### src/rtl/sap_pkg.sv
`default_nettype none
// +--------------------------------------------------------------------------+
// | sap_pkg : opcodes, state encoding and control-word layout for the SAP    |
// | controller.                                              Revision: 1.0   |
// +--------------------------------------------------------------------------+
package sap_pkg;

  localparam int SAP_OPCODE_W = 4;
  localparam int SAP_NUM_T    = 6;

  localparam logic [SAP_OPCODE_W-1:0] OP_LDA = 4'b0000;
  localparam logic [SAP_OPCODE_W-1:0] OP_ADD = 4'b0001;
  localparam logic [SAP_OPCODE_W-1:0] OP_SUB = 4'b0010;
  localparam logic [SAP_OPCODE_W-1:0] OP_OUT = 4'b1110;
  localparam logic [SAP_OPCODE_W-1:0] OP_HLT = 4'b1111;

  typedef enum logic [2:0] {
    ST_RST  = 3'd0,
    ST_T1   = 3'd1,
    ST_T2   = 3'd2,
    ST_T3   = 3'd3,
    ST_T4   = 3'd4,
    ST_T5   = 3'd5,
    ST_T6   = 3'd6,
    ST_HALT = 3'd7
  } sap_state_e;

  localparam int CW_W          = 13;
  localparam int CW_PC_INC     = 0;
  localparam int CW_PC_ENB     = 1;
  localparam int CW_MAR_LDB    = 2;
  localparam int CW_RAM_ENB    = 3;
  localparam int CW_IR_LDB     = 4;
  localparam int CW_IR_ENB     = 5;
  localparam int CW_A_LDB      = 6;
  localparam int CW_A_ENB      = 7;
  localparam int CW_B_LDB      = 8;
  localparam int CW_ALU_SUB    = 9;
  localparam int CW_ALU_ENB    = 10;
  localparam int CW_OUT_LDB    = 11;
  localparam int CW_HALT       = 12;

  typedef logic [CW_W-1:0] ctrl_word_t;

  // Every *bar high, pc_inc / alu_sub / halt low.
  localparam ctrl_word_t CTRL_INACTIVE = 13'b0_1101_1111_1110;

  // An all-zero ring is RST unless the halted flag is set.
  function automatic sap_state_e ring_to_state(input logic [SAP_NUM_T-1:0] ring,
                                               input logic                 halted);
    sap_state_e st;
    st = ST_RST;
    if (halted) begin
      st = ST_HALT;
    end else begin
      for (int i = 0; i < SAP_NUM_T; i++) begin
        if (ring[i]) st = sap_state_e'(3'(i + 1));
      end
    end
    return st;
  endfunction

endpackage
`default_nettype wire

### src/rtl/sap_ring_counter.sv
`default_nettype none
// +--------------------------------------------------------------------------+
// | sap_ring_counter : one-hot T-state ring with sync active-low clear,      |
// | advance enable and sticky halt.                          Revision: 1.0   |
// +--------------------------------------------------------------------------+
module sap_ring_counter #(
  parameter int NUM_T = 6
) (
  input  logic             clk,
  input  logic             resetbar,
  input  logic             advance,
  input  logic             halt_req,
  output logic [NUM_T-1:0] ring,
  output logic             halted
);

  logic [NUM_T-1:0] ring_d, ring_q;
  logic             halted_d, halted_q;

  always_ff @(posedge clk) begin
    if (!resetbar) begin
      ring_q   <= '0;
      halted_q <= 1'b0;
    end else begin
      ring_q   <= ring_d;
      halted_q <= halted_d;
    end
  end

  always_comb begin
    ring_d   = ring_q;
    halted_d = halted_q;
    if (!halted_q) begin
      if (halt_req) begin
        ring_d   = '0;
        halted_d = 1'b1;
      end else if (ring_q == '0) begin
        // Leaving RST is unconditional, even while single-stepping.
        ring_d = NUM_T'(1);
      end else if (advance) begin
        ring_d = {ring_q[NUM_T-2:0], ring_q[NUM_T-1]};
      end
    end
  end

  assign ring   = ring_q;
  assign halted = halted_q;

endmodule
`default_nettype wire

### src/rtl/sap_controller.sv
`default_nettype none
// +--------------------------------------------------------------------------+
// | sap_controller : six-T-state sequencer and control matrix for the SAP    |
// | bus machine. Optional SAP_CTRL_SINGLE_STEP_EN adds a `step` input.       |
// |                                                          Revision: 1.0   |
// +--------------------------------------------------------------------------+
module sap_controller
  import sap_pkg::*;
#(
  parameter int OPCODE_W = 4,
  parameter int NUM_T    = 6
) (
  input  logic                clk,
  input  logic                resetbar,
  input  logic [OPCODE_W-1:0] opcode,
`ifdef SAP_CTRL_SINGLE_STEP_EN
  input  logic                step,
`endif
  output logic                pc_inc,
  output logic                pc_enablebar,
  output logic                mar_loadbar,
  output logic                ram_enablebar,
  output logic                ir_loadbar,
  output logic                ir_enablebar,
  output logic                a_loadbar,
  output logic                a_enablebar,
  output logic                b_loadbar,
  output logic                alu_sub,
  output logic                alu_enablebar,
  output logic                out_loadbar,
  output logic                halt,
  output logic [NUM_T-1:0]    t_state
);

  logic             advance;
  logic             halt_req;
  logic [NUM_T-1:0] ring;
  logic             halted;
  sap_state_e       state;
  ctrl_word_t       cw;

`ifdef SAP_CTRL_SINGLE_STEP_EN
  assign advance = step;
`else
  assign advance = 1'b1;
`endif

  assign state    = ring_to_state(ring, halted);
  assign halt_req = (state == ST_T4) && (opcode == OPCODE_W'(OP_HLT)) && advance;

  sap_ring_counter #(
    .NUM_T (NUM_T)
  ) u_ring (
    .clk      (clk),
    .resetbar (resetbar),
    .advance  (advance),
    .halt_req (halt_req),
    .ring     (ring),
    .halted   (halted)
  );

  always_comb begin
    cw = CTRL_INACTIVE;
    case (state)
      ST_T1: begin
        cw[CW_PC_ENB]  = 1'b0;
        cw[CW_MAR_LDB] = 1'b0;
      end
      ST_T2: cw[CW_PC_INC] = 1'b1;
      ST_T3: begin
        cw[CW_RAM_ENB] = 1'b0;
        cw[CW_IR_LDB]  = 1'b0;
      end
      ST_T4: begin
        if (opcode == OPCODE_W'(OP_LDA) || opcode == OPCODE_W'(OP_ADD) ||
            opcode == OPCODE_W'(OP_SUB)) begin
          cw[CW_IR_ENB]  = 1'b0;
          cw[CW_MAR_LDB] = 1'b0;
        end else if (opcode == OPCODE_W'(OP_OUT)) begin
          cw[CW_A_ENB]   = 1'b0;
          cw[CW_OUT_LDB] = 1'b0;
        end
      end
      ST_T5: begin
        if (opcode == OPCODE_W'(OP_LDA)) begin
          cw[CW_RAM_ENB] = 1'b0;
          cw[CW_A_LDB]   = 1'b0;
        end else if (opcode == OPCODE_W'(OP_ADD) || opcode == OPCODE_W'(OP_SUB)) begin
          cw[CW_RAM_ENB] = 1'b0;
          cw[CW_B_LDB]   = 1'b0;
        end
      end
      ST_T6: begin
        if (opcode == OPCODE_W'(OP_ADD) || opcode == OPCODE_W'(OP_SUB)) begin
          cw[CW_ALU_ENB] = 1'b0;
          cw[CW_A_LDB]   = 1'b0;
          cw[CW_ALU_SUB] = (opcode == OPCODE_W'(OP_SUB));
        end
      end
      ST_HALT: cw[CW_HALT] = 1'b1;
      default: cw = CTRL_INACTIVE;
    endcase
`ifdef SAP_CTRL_SINGLE_STEP_EN
    // A paused T-state must not repeat pc_inc or register loads.
    if (!step && state != ST_RST && state != ST_HALT) cw = CTRL_INACTIVE;
`endif
  end

  assign pc_inc        = cw[CW_PC_INC];
  assign pc_enablebar  = cw[CW_PC_ENB];
  assign mar_loadbar   = cw[CW_MAR_LDB];
  assign ram_enablebar = cw[CW_RAM_ENB];
  assign ir_loadbar    = cw[CW_IR_LDB];
  assign ir_enablebar  = cw[CW_IR_ENB];
  assign a_loadbar     = cw[CW_A_LDB];
  assign a_enablebar   = cw[CW_A_ENB];
  assign b_loadbar     = cw[CW_B_LDB];
  assign alu_sub       = cw[CW_ALU_SUB];
  assign alu_enablebar = cw[CW_ALU_ENB];
  assign out_loadbar   = cw[CW_OUT_LDB];
  assign halt          = cw[CW_HALT];
  assign t_state       = ring;

  a_single_bus_driver: assert property (@(posedge clk) disable iff (!resetbar)
    $onehot0(~{pc_enablebar, ram_enablebar, ir_enablebar, a_enablebar, alu_enablebar}));

endmodule
`default_nettype wire

### config.mk
export PLATFORM = sky130hd
export DESIGN_NAME = sap_controller
export DESIGN_NICKNAME = d
export VERILOG_FILES = /design/src/rtl/sap_pkg.sv /design/src/rtl/sap_ring_counter.sv /design/src/rtl/sap_controller.sv
export SDC_FILE = /design/constraint.sdc
export NUM_CORES = 1
export LEC_CHECK = 0
export CORE_AREA = 3 3 40 42
export DETAILED_ROUTE_END_ITERATION = 10
export DIE_AREA = 0 0 43 45
export GPL_TIMING_DRIVEN = 0
export PLACE_DENSITY_LB_ADDON = 0.25
export SLEW_MARGIN = 20
export SYNTH_ARGS = -nofsm -noshare
export SYNTH_HDL_FRONTEND = slang
export SYNTH_SLANG_ARGS = --single-unit
### constraint.sdc
create_clock -name clk -period 2.45 [get_ports clk]
set_input_delay 0.245 -clock clk [delete_from_list [all_inputs] [get_ports clk]]
set_output_delay 0.245 -clock clk [all_outputs]
set_load 0.1 [all_outputs]
# ---- Word-level counts from Yosys, hierarchy flattened
# Cells that the tools add are included.
dict set report totals {
  reg_bits 7
  latch_bits 0
  mem_bits_rw 0
  romBits 0
  mem_count 0
}
dict set report op_classes {
  add_sub_neg 0
  mul 0
  n_div 0
  magnitude_cmp 0
  eq_ne 11
  shifts 0
  muxes 30
  n_bitwise 0
  n_reduce_logical 6
}
# operator count
set op_table {}
lappend op_table {{two-way mux 3 bit} 6}
lappend op_table {{two-way mux 1 bit} 17}
lappend op_table {{equality test 3 bit, second input constant} 4}
lappend op_table {{two-way mux 6 bit} 2}
lappend op_table {{equality test 4 bit, second input constant} 2}
lappend op_table {{equality test 3 x 2 -> 1 bit, second input constant} 2}
lappend op_table {{zero test 6 bit} 1}
lappend op_table {{case mux 1 bit (2 select lines)} 3}
lappend op_table {{equality test 4 x 1 -> 1 bit, second input constant} 1}
lappend op_table {{equality test 4 x 2 -> 1 bit, second input constant} 1}
lappend op_table {{zero test 4 bit} 1}
lappend op_table {{two-way mux 2 bit} 2}
lappend op_table {{equality test 3 x 1 -> 1 bit, second input constant} 1}
lappend op_table {{logical OR 1 bit} 3}
lappend op_table {{logical AND 1 bit} 1}

# ---- Logic depth before layout (Yosys ltp)
# Gate-level depths: netlist of the first run.
dict set report logic_depth {
  depth_word 11
  mapped_depth 4
}

# ---- Modules after synthesis
# Synthesis of the first run repeated with hierarchy kept, for this count alone.
dict set report unflattened {
  hier_cells 55
  area_unflattened_um2 452.9
}
# module instances cells_per_inst area_each_um2
set by_module_without_submodules {}
lappend by_module_without_submodules {sap_ring_counter 1 28 280.3}
lappend by_module_without_submodules {sap_controller 1 27 172.7}

# ---- Worst setup path before layout of the first run
# No wires, ideal clock.
dict set report synth_timing {
  kind {register to output}
  start {register u_ring.ring_q[5] (netlist: u_ring.ring[5])}
  end {output alu_sub}
  t_arrival_ps 4197
  slack_ps -1992
  stages_incl_launch_ff 4
  path_buffers 1
  cell_sequence {dfxtp_1 > clkbuf_1 > nand3b_1 > nor4_1}
}
dict set report synth_via {
  elab_chain_len 4
}
# element line_no
set synth_lines {}
lappend synth_lines {{start, declared} sap_ring_counter.sv:17} ;# logic [NUM_T-1:0] ring_d, ring_q;
lappend synth_lines {{start signal, assigned} sap_ring_counter.sv:25} ;# ring_q <= ring_d;
lappend synth_lines {{two-way mux 3 bit} sap_pkg.sv:57} ;# if (ring[i]) st = sap_state_e'(3'(i + 1));
lappend synth_lines {{two-way mux 3 bit} sap_pkg.sv:53} ;# if (halted) begin
lappend synth_lines {{equality test 3 bit} sap_controller.sv:64} ;# case (state)
lappend synth_lines {{two-way mux 2 bit} sap_controller.sv:64}
lappend synth_lines {{end, declared} sap_controller.sv:28} ;# output logic alu_sub,
# No other way between the ends.

# ---- Final worst setup path of the first run
dict set report layout_timing {
  start {input opcode[0]}
  end {output b_loadbar}
}
dict set report layout_via {
  elab_chain_len 5
}
# element line_no
set layout_lines {}
lappend layout_lines {{start, declared} sap_controller.sv:15} ;# input logic [OPCODE_W-1:0] opcode,
lappend layout_lines {{equality test 4 x 1 -> 1 bit / equality test 4 x 2 -> 1 bit (equally long branches)} sap_controller.sv:88} ;# end else if (opcode == OPCODE_W'(OP_ADD) || opcode == OPCODE_W'(OP_SUB)) begin
lappend layout_lines {{logical OR 1 bit} sap_controller.sv:88}
lappend layout_lines {{two-way mux 1 bit} sap_controller.sv:88}
lappend layout_lines {{two-way mux 1 bit *} sap_controller.sv:85} ;# if (opcode == OPCODE_W'(OP_LDA)) begin
lappend layout_lines {{two-way mux 1 bit *} sap_controller.sv:64}
lappend layout_lines {{end, declared} sap_controller.sv:27} ;# output logic b_loadbar,
# Mark *: on every way between the ends. The rest lies on a longest branch, timed or not.

==> results of run 1 <==
-- worst max path at each step --
stage | start | endpoint | slack (ps)
floorplan | u_ring.ring[5] | alu_sub | 40
global placement | opcode[3] | ram_enablebar | -360
detailed placement | opcode[1] | a_loadbar | -380
CTS | u_ring.ring[5] | alu_sub | 8
global route | opcode[1] | b_loadbar | 30
finish | opcode[0] | b_loadbar | 130
-- per-layer routing --
layer	vias to the layer above	GRT usage, %	part of all wire, %
met2	21	25.4	46
met1	256	17.6	45
met4	0	13.9	2.7
li1	293	-	-
met5	-	0	0
met3	4	1.20	7.0
-- cell usage after synthesis, drive strengths merged, types with 2 or more instances --
cell type and number:
nand2 5, dfxtp 7, a21oi 7, o21ai 4, nor3 2, nand3 3
buf 4, nor2 3, nand3b 3, clkbuf 3, nor4b 3, inv 2
nor2b 3, or3 2
-- worst max-delay path: stages --
cell             delay, ps
clkdlybuf4s50_1        580
xor2_1                 210
nor4b_1                330
nand3b_1               110
dlygate4sd2_1          600
-- layout by cell type (no fill, tap or decap), types with 2 or more instances in the layout --
master / synthesis / routed
clkdlybuf4s50_1: 0 / 12
a21oi_1: 7 / 7
dlygate4sd2_1: 0 / 6
nand2_1: 5 / 5
buf_2: 2 / 4
clkbuf_1: 3 / 4
o21ai_0: 4 / 4
dfxtp_1: 7 / 4
nand3b_1: 3 / 3
nor4b_1: 3 / 3
nor2_1: 3 / 3
nand3_1: 3 / 3
nor2b_1: 3 / 3
clkbuf_4: 0 / 3
nor3_1: 2 / 2
inv_1: 2 / 2
buf_4: 1 / 2
clkbuf_2: 0 / 2
dfxtp_2: 0 / 2
-- flip-flops by register name, indices dropped and copies added (netlist names) --
name	count
u_ring.ring	6
u_ring.halted	1
-- final cells by class --
type,instances,area [sq um]
Fill cell,143,510
Tap cell,15,18.8
Inverter,2,7.51
Buffer,7,40.0
Clock buffer,4,26.3
Sequential cell,7,146
Multi-Input combinational cell,49,324
Timing Repair Buffer,24,211
-- power breakdown --
| part | internal (mW) | switching, mW |
|---|---|---|
| registers | 0.119 | 0.00738 |
| clock network | 0.0621 | 0.0423 |
| logic | 0.0409 | 0.128 |
| total | 0.222 | 0.177 |
-- repair_timing --
| action | CTS | global route |
|---|---|---|
| endpoints found under the setup margin | 12 | 4 |
| pin swaps | 0 | 0 |
| resized for setup | 19 | 8 |
-- cell families (layout without fill, tap and decap cells) --
kind of cell / count (synthesis) / count (layout)
multiplexers: 1 / 1
buffers and inverters: 9 / 37
AND/OR/NAND/NOR: 31 / 31
XOR/XNOR: 1 / 1
flip-flops: 7 / 7
AO/OA/AOI/OAI: 16 / 16
-- per-stage QoR --
step | std cells | TNS [ps] | setup slack, ps | power [mW] | utilization, %
detailed placement | 104 | -2180 | -383 | 0.303 | 60.5
CTS | 108 | 0 | 7.52 | 0.404 | 61.8
finish | 108 | 0 | 126 | 0.399 | 60.3
global route | 108 | 0 | 26.5 | 0.414 | 60.3
floorplan | 65 | 0 | 37.4 | 0.257 | -
global placement | 104 | -1980 | -357 | 0.302 | 60.5
==> impl_metrics.toml, run 1 <==
[setup_path]
rr_endpoint = "u_ring.ring[2]"
critPathKind = "in2out"
crit_fanout = 6
r2r_setup_slack_ps = 990
reg2reg_from = "u_ring.ring[3]"
rr_worst_depth = 4
crit_path_start_kind = "input port"
crit_required_ps = 2200
end_kind = "output port"
arrival_ps = 2080

[placed_design]
place_congestion = 0.819
portBuffers = 24
hpwl_um = 984
placed_area_sq_um = 777

[timing]
setup_viol = 0
hold_ws_ps = 543
fin_crit_ps = 2320
finClkSkew_ps = 3.67
relSlewSlack_pct = 35.5
fmax_mhz = 430
rsz0062_at_grt = "no"
finalCritPeriodShare_pct = 94.8
hold_viol = 0
drv_slew = 0
tightest_slew_ps = 965

[clock_network]
postCtsSetupBuffers = 0
clk_pin_slew_ps = 50
clock_sinks = 7
hold_buffers = 0
clockRootBuffer = "clkbuf_4"
htree_levels = 1
clk_path_buf_depth = 2
clkLatencyLatePin_ps = 250
cts_tree = "built"
cts_buffers = 3

[layout]
final_area_sq_um = 774
area_delta_synth_final_pct = 57.5
final_nets = 100
n_antenna_cell = 0
drive_gt1_share_pct = 20.4

[detailed_routing]
dr.pass1.iters = 4
drt_iter0_markers = 6
wl_per_cell_um = 12.5
drtAntennaViolNets = 0
vias = 574
via_per_inst = 5.31
drt_wl_total_mm = 1.35
drc_errors = 0

[die]
dieWidth_um = 43
core_sq_um = 1280
dieArea_sq_um = 1940
die_h_um = 45
rows = 13
io_pins = 25
initial_core_util_pct = 38.3

[synth]
syn_avg_cell_area_sq_um = 7.56
ys_async_sr_fraction_pct = 0
syn_inst = 65
synthMuxAreaShare_pct = 2.04
synthTopCellsByArea = "dfxtp_1 (28%), a21oi_1 (7.1%), nor4b_1 (5.3%), nand3b_1 (4.6%), o21ai_0 (4.1%)"
yosysWarnings = 0
synth_edf_count = 0
ys_types = 30
synth_top_area_share_pct = 28.5
synth_nets = 71
synth_top_family_by_area = "simple AND/OR/NAND/NOR gates"
synth_xor_area_share_pct = 1.78
synth-simple-area-share_pct = 38.9
synthFlopType = "dfxtp_1"
synth_compound_area_share_pct = 19.1
yosys.area.top_type = "dfxtp_1"
ys_seq_elements = 7
syn-cell-area_sq_um = 492
yosysSeqAreaShare_pct = 28.5
synth_fa_ha_area_share_pct = 0

[global_route]
grt_max_degree = 11
grt_pass1_vias = 542
overflow = 0
antenna_found_initial = 0
grt_usage_pct = 15.3
grt_pass1_wl_mm = 2.22

[flow_run]
cap_violations = 0

[power]
p_leak_nw = 0.266
power.density_nw_per_um2 = 516
peakVddDrop_mv = 0.267

[min_path]
min_to = "u_ring.ring[1]"
hold_depth = 2
worstHoldStart = "u_ring.ring[1]"
hp-class = "reg2reg"

[status]
status = "completed"
(Power assumes the default switching activity.)
==> inputs of run 2 (changes only) <==
--- a/config.mk
+++ b/config.mk
@@ -5,9 +5,9 @@
 export SDC_FILE = /design/constraint.sdc
 export NUM_CORES = 1
 export LEC_CHECK = 0
-export CORE_AREA = 3 3 40 42
+export CORE_AREA = 2 2 39 41
 export DETAILED_ROUTE_END_ITERATION = 10
-export DIE_AREA = 0 0 43 45
+export DIE_AREA = 0 0 41 43
 export GPL_TIMING_DRIVEN = 0
 export PLACE_DENSITY_LB_ADDON = 0.25
 export SLEW_MARGIN = 20
==> run 2 against run 1 <==
Non-clock buffer count stayed put. Clock power barely moved. First-iteration DRC count increased to 2.5 times the previous value. Largest power group unchanged. Maximum frequency decreased by 2.5%. Routed wire length shrank 4.9%. Combinational power about the same. Global-route usage is 2.1 points higher. Die area down 8.9%. Critical path depth shrank 1. Core utilization fell by 3.2 points. Largest cell class unchanged. Via count decreased by 1.6%. Worst setup slack lost 59 ps.
==> impl_metrics.toml, run 2 (synthesis gave the netlist of run 1 again) <==
[clock_network]
cts_tree = "built"
htree_levels = 1
clk_pin_slew_ps = 50
clock_sinks = 7
hold_buffers = 0
clkLatencyLatePin_ps = 250
cts_buffers = 3
clockRootBuffer = "clkbuf_4"
clk_path_buf_depth = 2

[min_path]
hold_depth = 2
worstHoldStart = "u_ring.ring[1]"
hp-class = "reg2reg"

[timing]
fin_crit_ps = 2380
fmax_mhz = 420
setup_viol = 0
rsz0062_at_grt = "yes"
hold_viol = 0
tightest_slew_ps = 965
relSlewSlack_pct = 35.5
hold_ws_ps = 546
finalCritPeriodShare_pct = 97.3
setup_slack_ps = 67.3
drv_slew = 0
setup-tns-final_ps = 0
finClkSkew_ps = 3.36

[die]
initial_core_util_pct = 35.5
die_h_um = 43
dieWidth_um = 41
rows = 14
core_sq_um = 1380
dieArea_sq_um = 1760
io_pins = 25

[flow_run]
cap_violations = 0

[placed_design]
place_congestion = 0.805
portBuffers = 24
place_ws_ps = -370
placed_area_sq_um = 778
hpwl_um = 932

[power]
peakVddDrop_mv = 0.374
p_leak_nw = 0.275
seqPwrFrac_pct = 31.6
intPower_mw = 0.223
p_switching_mw = 0.177
comb_power_share_pct = 42.4
power.density_nw_per_um2 = 506
clkPwrFrac_pct = 26.0
sw_frac_of_total_pct = 44.3

[status]
status = "completed"

[layout]
fillers = 135
final_area_sq_um = 790
final_common_cell = "clkdlybuf4s50_1"
drive_gt1_share_pct = 22.6
utilization_pct = 57.1
largest_reg_flops = 6
area_delta_synth_final_pct = 60.6
n_antenna_cell = 0
final_nets = 100
final_cell_mix = "clkdlybuf4s50_1 (12), a21oi_1 (7), nand2_1 (5), dlygate4sd2_1 (5)"

[detailed_routing]
via_per_inst = 5.18
drc_errors = 0
drtAntennaViolNets = 0
highest_layer = "met4"
wl_met2_um = 594
wl_per_cell_um = 11.7
vias = 565
met3_wirelength_um = 73
routedLengthMet1_um = 574
drt_iter0_markers = 15
dr.pass1.iters = 3
drt_wl_total_mm = 1.28

[setup_path]
crit_fanout = 9
path_cells = "buf_2 > or4b_4 > or3_4 > clkdlybuf4s15_2"
crit_cells = 4
critPathKind = "reg2out"
crit_start = "u_ring.ring[4]"
rr_worst_depth = 4
critPathBufInv = 2
cp_top_family = "simple AND/OR/NAND/NOR gates"
cp_slowest_cell = "or4b_4"
critPathMaxStageDelay_ps = 560
arrival_ps = 2140
crit_required_ps = 2200
crit_path_start_kind = "register"
reg2reg_from = "u_ring.ring[4]"
end_kind = "output port"

[global_route]
overflow = 0
antenna_found_initial = 0
grt_max_degree = 11
grt_pass1_wl_mm = 2.12
grt_usage_pct = 17.4
grt_pass1_vias = 495
[run 2: path summary, 6_finish.rpt]
| kind | end | slack [ps] |
|---|---|---|
| hold / removal | u_ring.ring[1] | 550 |
| setup / recovery | a_enablebar | 70 |
| hold reg to reg | u_ring.ring[1] | 550 |
| setup reg to reg | u_ring.ring[0] | 1010 |
[run 2: power groups by stage]
stage	Combinational, mW	Sequential, mW	Clock (mW)
CTS	0.169	0.126	0.107
global placement	0.174	0.128	0
global route	0.177	0.128	0.111
detailed placement	0.174	0.128	0
floorplan	0.0918	0.165	0
finish	0.169	0.126	0.104
[run 2: routing by layer]
layer / global-route usage [%] / vias up
li1: - / 290
met1: 23.5 / 256
met2: 24.7 / 15
met3: 2.09 / 4
met4: 12.0 / 0
met5: 0 / -
[run 2: through the flow]
stage / cells / total power, mW
2_1_floorplan: 65 / 0.257
3_3_place_gp: 105 / 0.302
3_5_place_dp: 105 / 0.302
4_1_cts: 109 / 0.402
5_1_grt: 109 / 0.416
6_report: 109 / 0.400
[run 2: final cells by class]
type	instances	area, sq um	share of cell area [%]
clock buffers	4	26.3	3.33
repair buffers	24	220	27.9
plain buffers	7	40.0	5.07
multi-input cells	49	329	41.7
flip-flops and latches	7	146	18.5
well taps	16	20.0	2.54
inverters	2	7.51	0.951
[run 2: worst register-to-register path, cell delays in order (launching register included)]
cell and delay (ps):
dfxtp_2 310, buf_2 160, or4b_4 560, nor2_1 180, o41ai_1 100
[run 2: what timing repair did]
| action | in CTS | in global routing |
|---|---|---|
| pin swaps | 0 | 0 |
| cloned | 0 | 0 |
| buffers inserted | 0 | 0 |
| setup endpoints to repair | 12 | 4 |
| gates resized for setup | 19 | 7 |
==> inputs of run 3 (changes only) <==
--- a/config.mk
+++ b/config.mk
@@ -5,9 +5,9 @@
 export SDC_FILE = /design/constraint.sdc
 export NUM_CORES = 1
 export LEC_CHECK = 0
-export CORE_AREA = 2 2 39 41
+export CORE_MARGIN = 4
+export CORE_UTILIZATION = 28
 export DETAILED_ROUTE_END_ITERATION = 10
-export DIE_AREA = 0 0 41 43
 export GPL_TIMING_DRIVEN = 0
 export PLACE_DENSITY_LB_ADDON = 0.25
 export SLEW_MARGIN = 20
==> run 3 against run 2 <==
Total power shrank 0.77%. Clock power hardly changed. Worst setup slack gained 12 ps. Flip-flop and latch count did not move. Core utilization down 7.9 points. Sequential power hardly changed. Global-route usage is 7.1 points lower. Critical path type unchanged. Critical endpoint unchanged. Largest cell class unchanged.
==> impl_metrics.toml, run 3 (synthesis gave the netlist of run 1 again) <==
[global_route]
grt_usage_pct = 10.4
grt_use_met1_pct = 13.1
grt_pass1_vias = 462
overflow = 0
antenna_found_initial = 0
met3_usage_pct = 2.11
grt.busiest_layer = "met2"
grt_util_met2_pct = 17.0
grt_pass1_wl_mm = 2.04
grt_max_degree = 11

[status]
status = "completed"

[power]
sw_frac_of_total_pct = 44.1
power.density_nw_per_um2 = 512
p_switching_mw = 0.175
comb_power_share_pct = 42.5
seqPwrFrac_pct = 31.9
intPower_mw = 0.222
p_total_mw = 0.396
peakVddDrop_mv = 0.385
clkPwrFrac_pct = 25.6
p_leak_nw = 0.274

[detailed_routing]
vias = 581
drtAntennaViolNets = 0
drt_wl_total_mm = 1.28
drc_errors = 0
via_per_inst = 5.33
drt_iter0_markers = 11
wl_per_cell_um = 11.8
dr.pass1.iters = 4

[placed_design]
hpwl_um = 994
portBuffers = 24
place_congestion = 0.715
place_ws_ps = -368

[layout]
largest_reg_flops = 6
drive_gt1_share_pct = 22.6
final_cell_mix = "clkdlybuf4s50_1 (12), a21oi_1 (7), nand2_1 (5), clkbuf_2 (5)"
fillers = 179
utilization_pct = 49.1
n_antenna_cell = 0
final_nets = 100
final_common_cell = "clkdlybuf4s50_1"
area_delta_synth_final_pct = 57.5

[timing]
setup-tns-final_ps = 0
drv_slew = 0
finClkSkew_ps = 0.651
fmax_mhz = 422
hold_viol = 0
tightest_slew_ps = 966
fin_crit_ps = 2370
setup_slack_ps = 79.2
setup_viol = 0
rsz0062_at_grt = "no"
finalCritPeriodShare_pct = 96.8
hold_ws_ps = 541
relSlewSlack_pct = 35.4

[setup_path]
critPathKind = "reg2out"
end_kind = "output port"
crit_required_ps = 2200
critPathMaxStageDelay_ps = 560
crit_fanout = 9
cp_slowest_cell = "or4b_4"
crit_path_start_kind = "register"
arrival_ps = 2130
r2r_setup_slack_ps = 1030
reg2reg_from = "u_ring.ring[4]"
path_cells = "buf_2 > or4b_4 > or3_4 > clkdlybuf4s15_2"
crit_start = "u_ring.ring[4]"

[min_path]
worstHoldStart = "u_ring.ring[2]"
hp-class = "reg2reg"

[die]
io_pins = 25
rows = 14
dieWidth_um = 49.9
core_sq_um = 1580
dieArea_sq_um = 2490
die_h_um = 49.9
initial_core_util_pct = 31.2

[clock_network]
cts_buffers = 3
hold_buffers = 0
htree_levels = 1
clockRootBuffer = "clkbuf_4"
clock_sinks = 7
clk_path_buf_depth = 2
clk_pin_slew_ps = 50
postCtsSetupBuffers = 0
cts_tree = "built"
clkLatencyLatePin_ps = 240

[flow_run]
cap_violations = 0
==> run 3: cell count changes in the layout (fill, tap and decap cells not counted) <==
| cell | delta |
|---|---|
| clkbuf_2 | +2 |
| a211oi_1 | +1 |
| a211oi_2 | -1 |
| clkdlybuf4s15_2 | -1 |
| dlygate4sd2_1 | -1 |
==> run 3: final timing paths <==
kind,to,depth (start not counted)
worst max-delay path,a_enablebar,4
worst min-delay path,u_ring.ring[2],2
worst min register to register,u_ring.ring[2],2
worst max register to register,u_ring.ring[0],4
==> run 3: stage by stage <==
step | instances | instance area (sq um)
after floorplan | 65 | 518
after global placement | 105 | 778
after detailed placement | 105 | 778
after CTS | 109 | 795
after global routing | 109 | 774
final | 109 | 774
==> run 3: worst max-delay path, delay by kind of cell (launching register included) <==
family / cells / cell delay [ps]
buffers and inverters: 2 / 630
flip-flops: 1 / 310
AND/OR/NAND/NOR: 2 / 940
==> run 3: final cells by class <==
| cell class | count | area (sq um) | area share (%) |
|---|---|---|---|
| buffer | 7 | 40.0 | 5.17 |
| timing repair buffer | 24 | 210 | 27.1 |
| clock buffer | 4 | 26.3 | 3.39 |
| tap | 16 | 20.0 | 2.58 |
| sequential | 7 | 146 | 18.9 |
| multi-input combinational | 49 | 324 | 41.8 |
| inverter | 2 | 7.51 | 0.969 |
==> run 3: repair_timing <==
action / 4_1_cts / 5_1_grt
setup endpoints to repair: 12 / 5
resized for setup: 18 / 9
cloned: 0 / 0
hold endpoints to repair: 0 / 0
==> run 3: metal layers <==
metal | share of wire [%] | wire length [um]
met1 | 44 | 570
met2 | 48 | 621
met3 | 6.7 | 86
met4 | 0.31 | 4
met5 | 0 | 0
==> run 3: power groups by stage <==
stage | clock network, mW | registers (mW) | logic (mW)
2_1_floorplan | 0 | 0.165 | 0.0918
3_3_place_gp | 0 | 0.128 | 0.174
3_5_place_dp | 0 | 0.129 | 0.175
4_1_cts | 0.107 | 0.126 | 0.170
5_1_grt | 0.115 | 0.127 | 0.175
6_report | 0.102 | 0.127 | 0.168
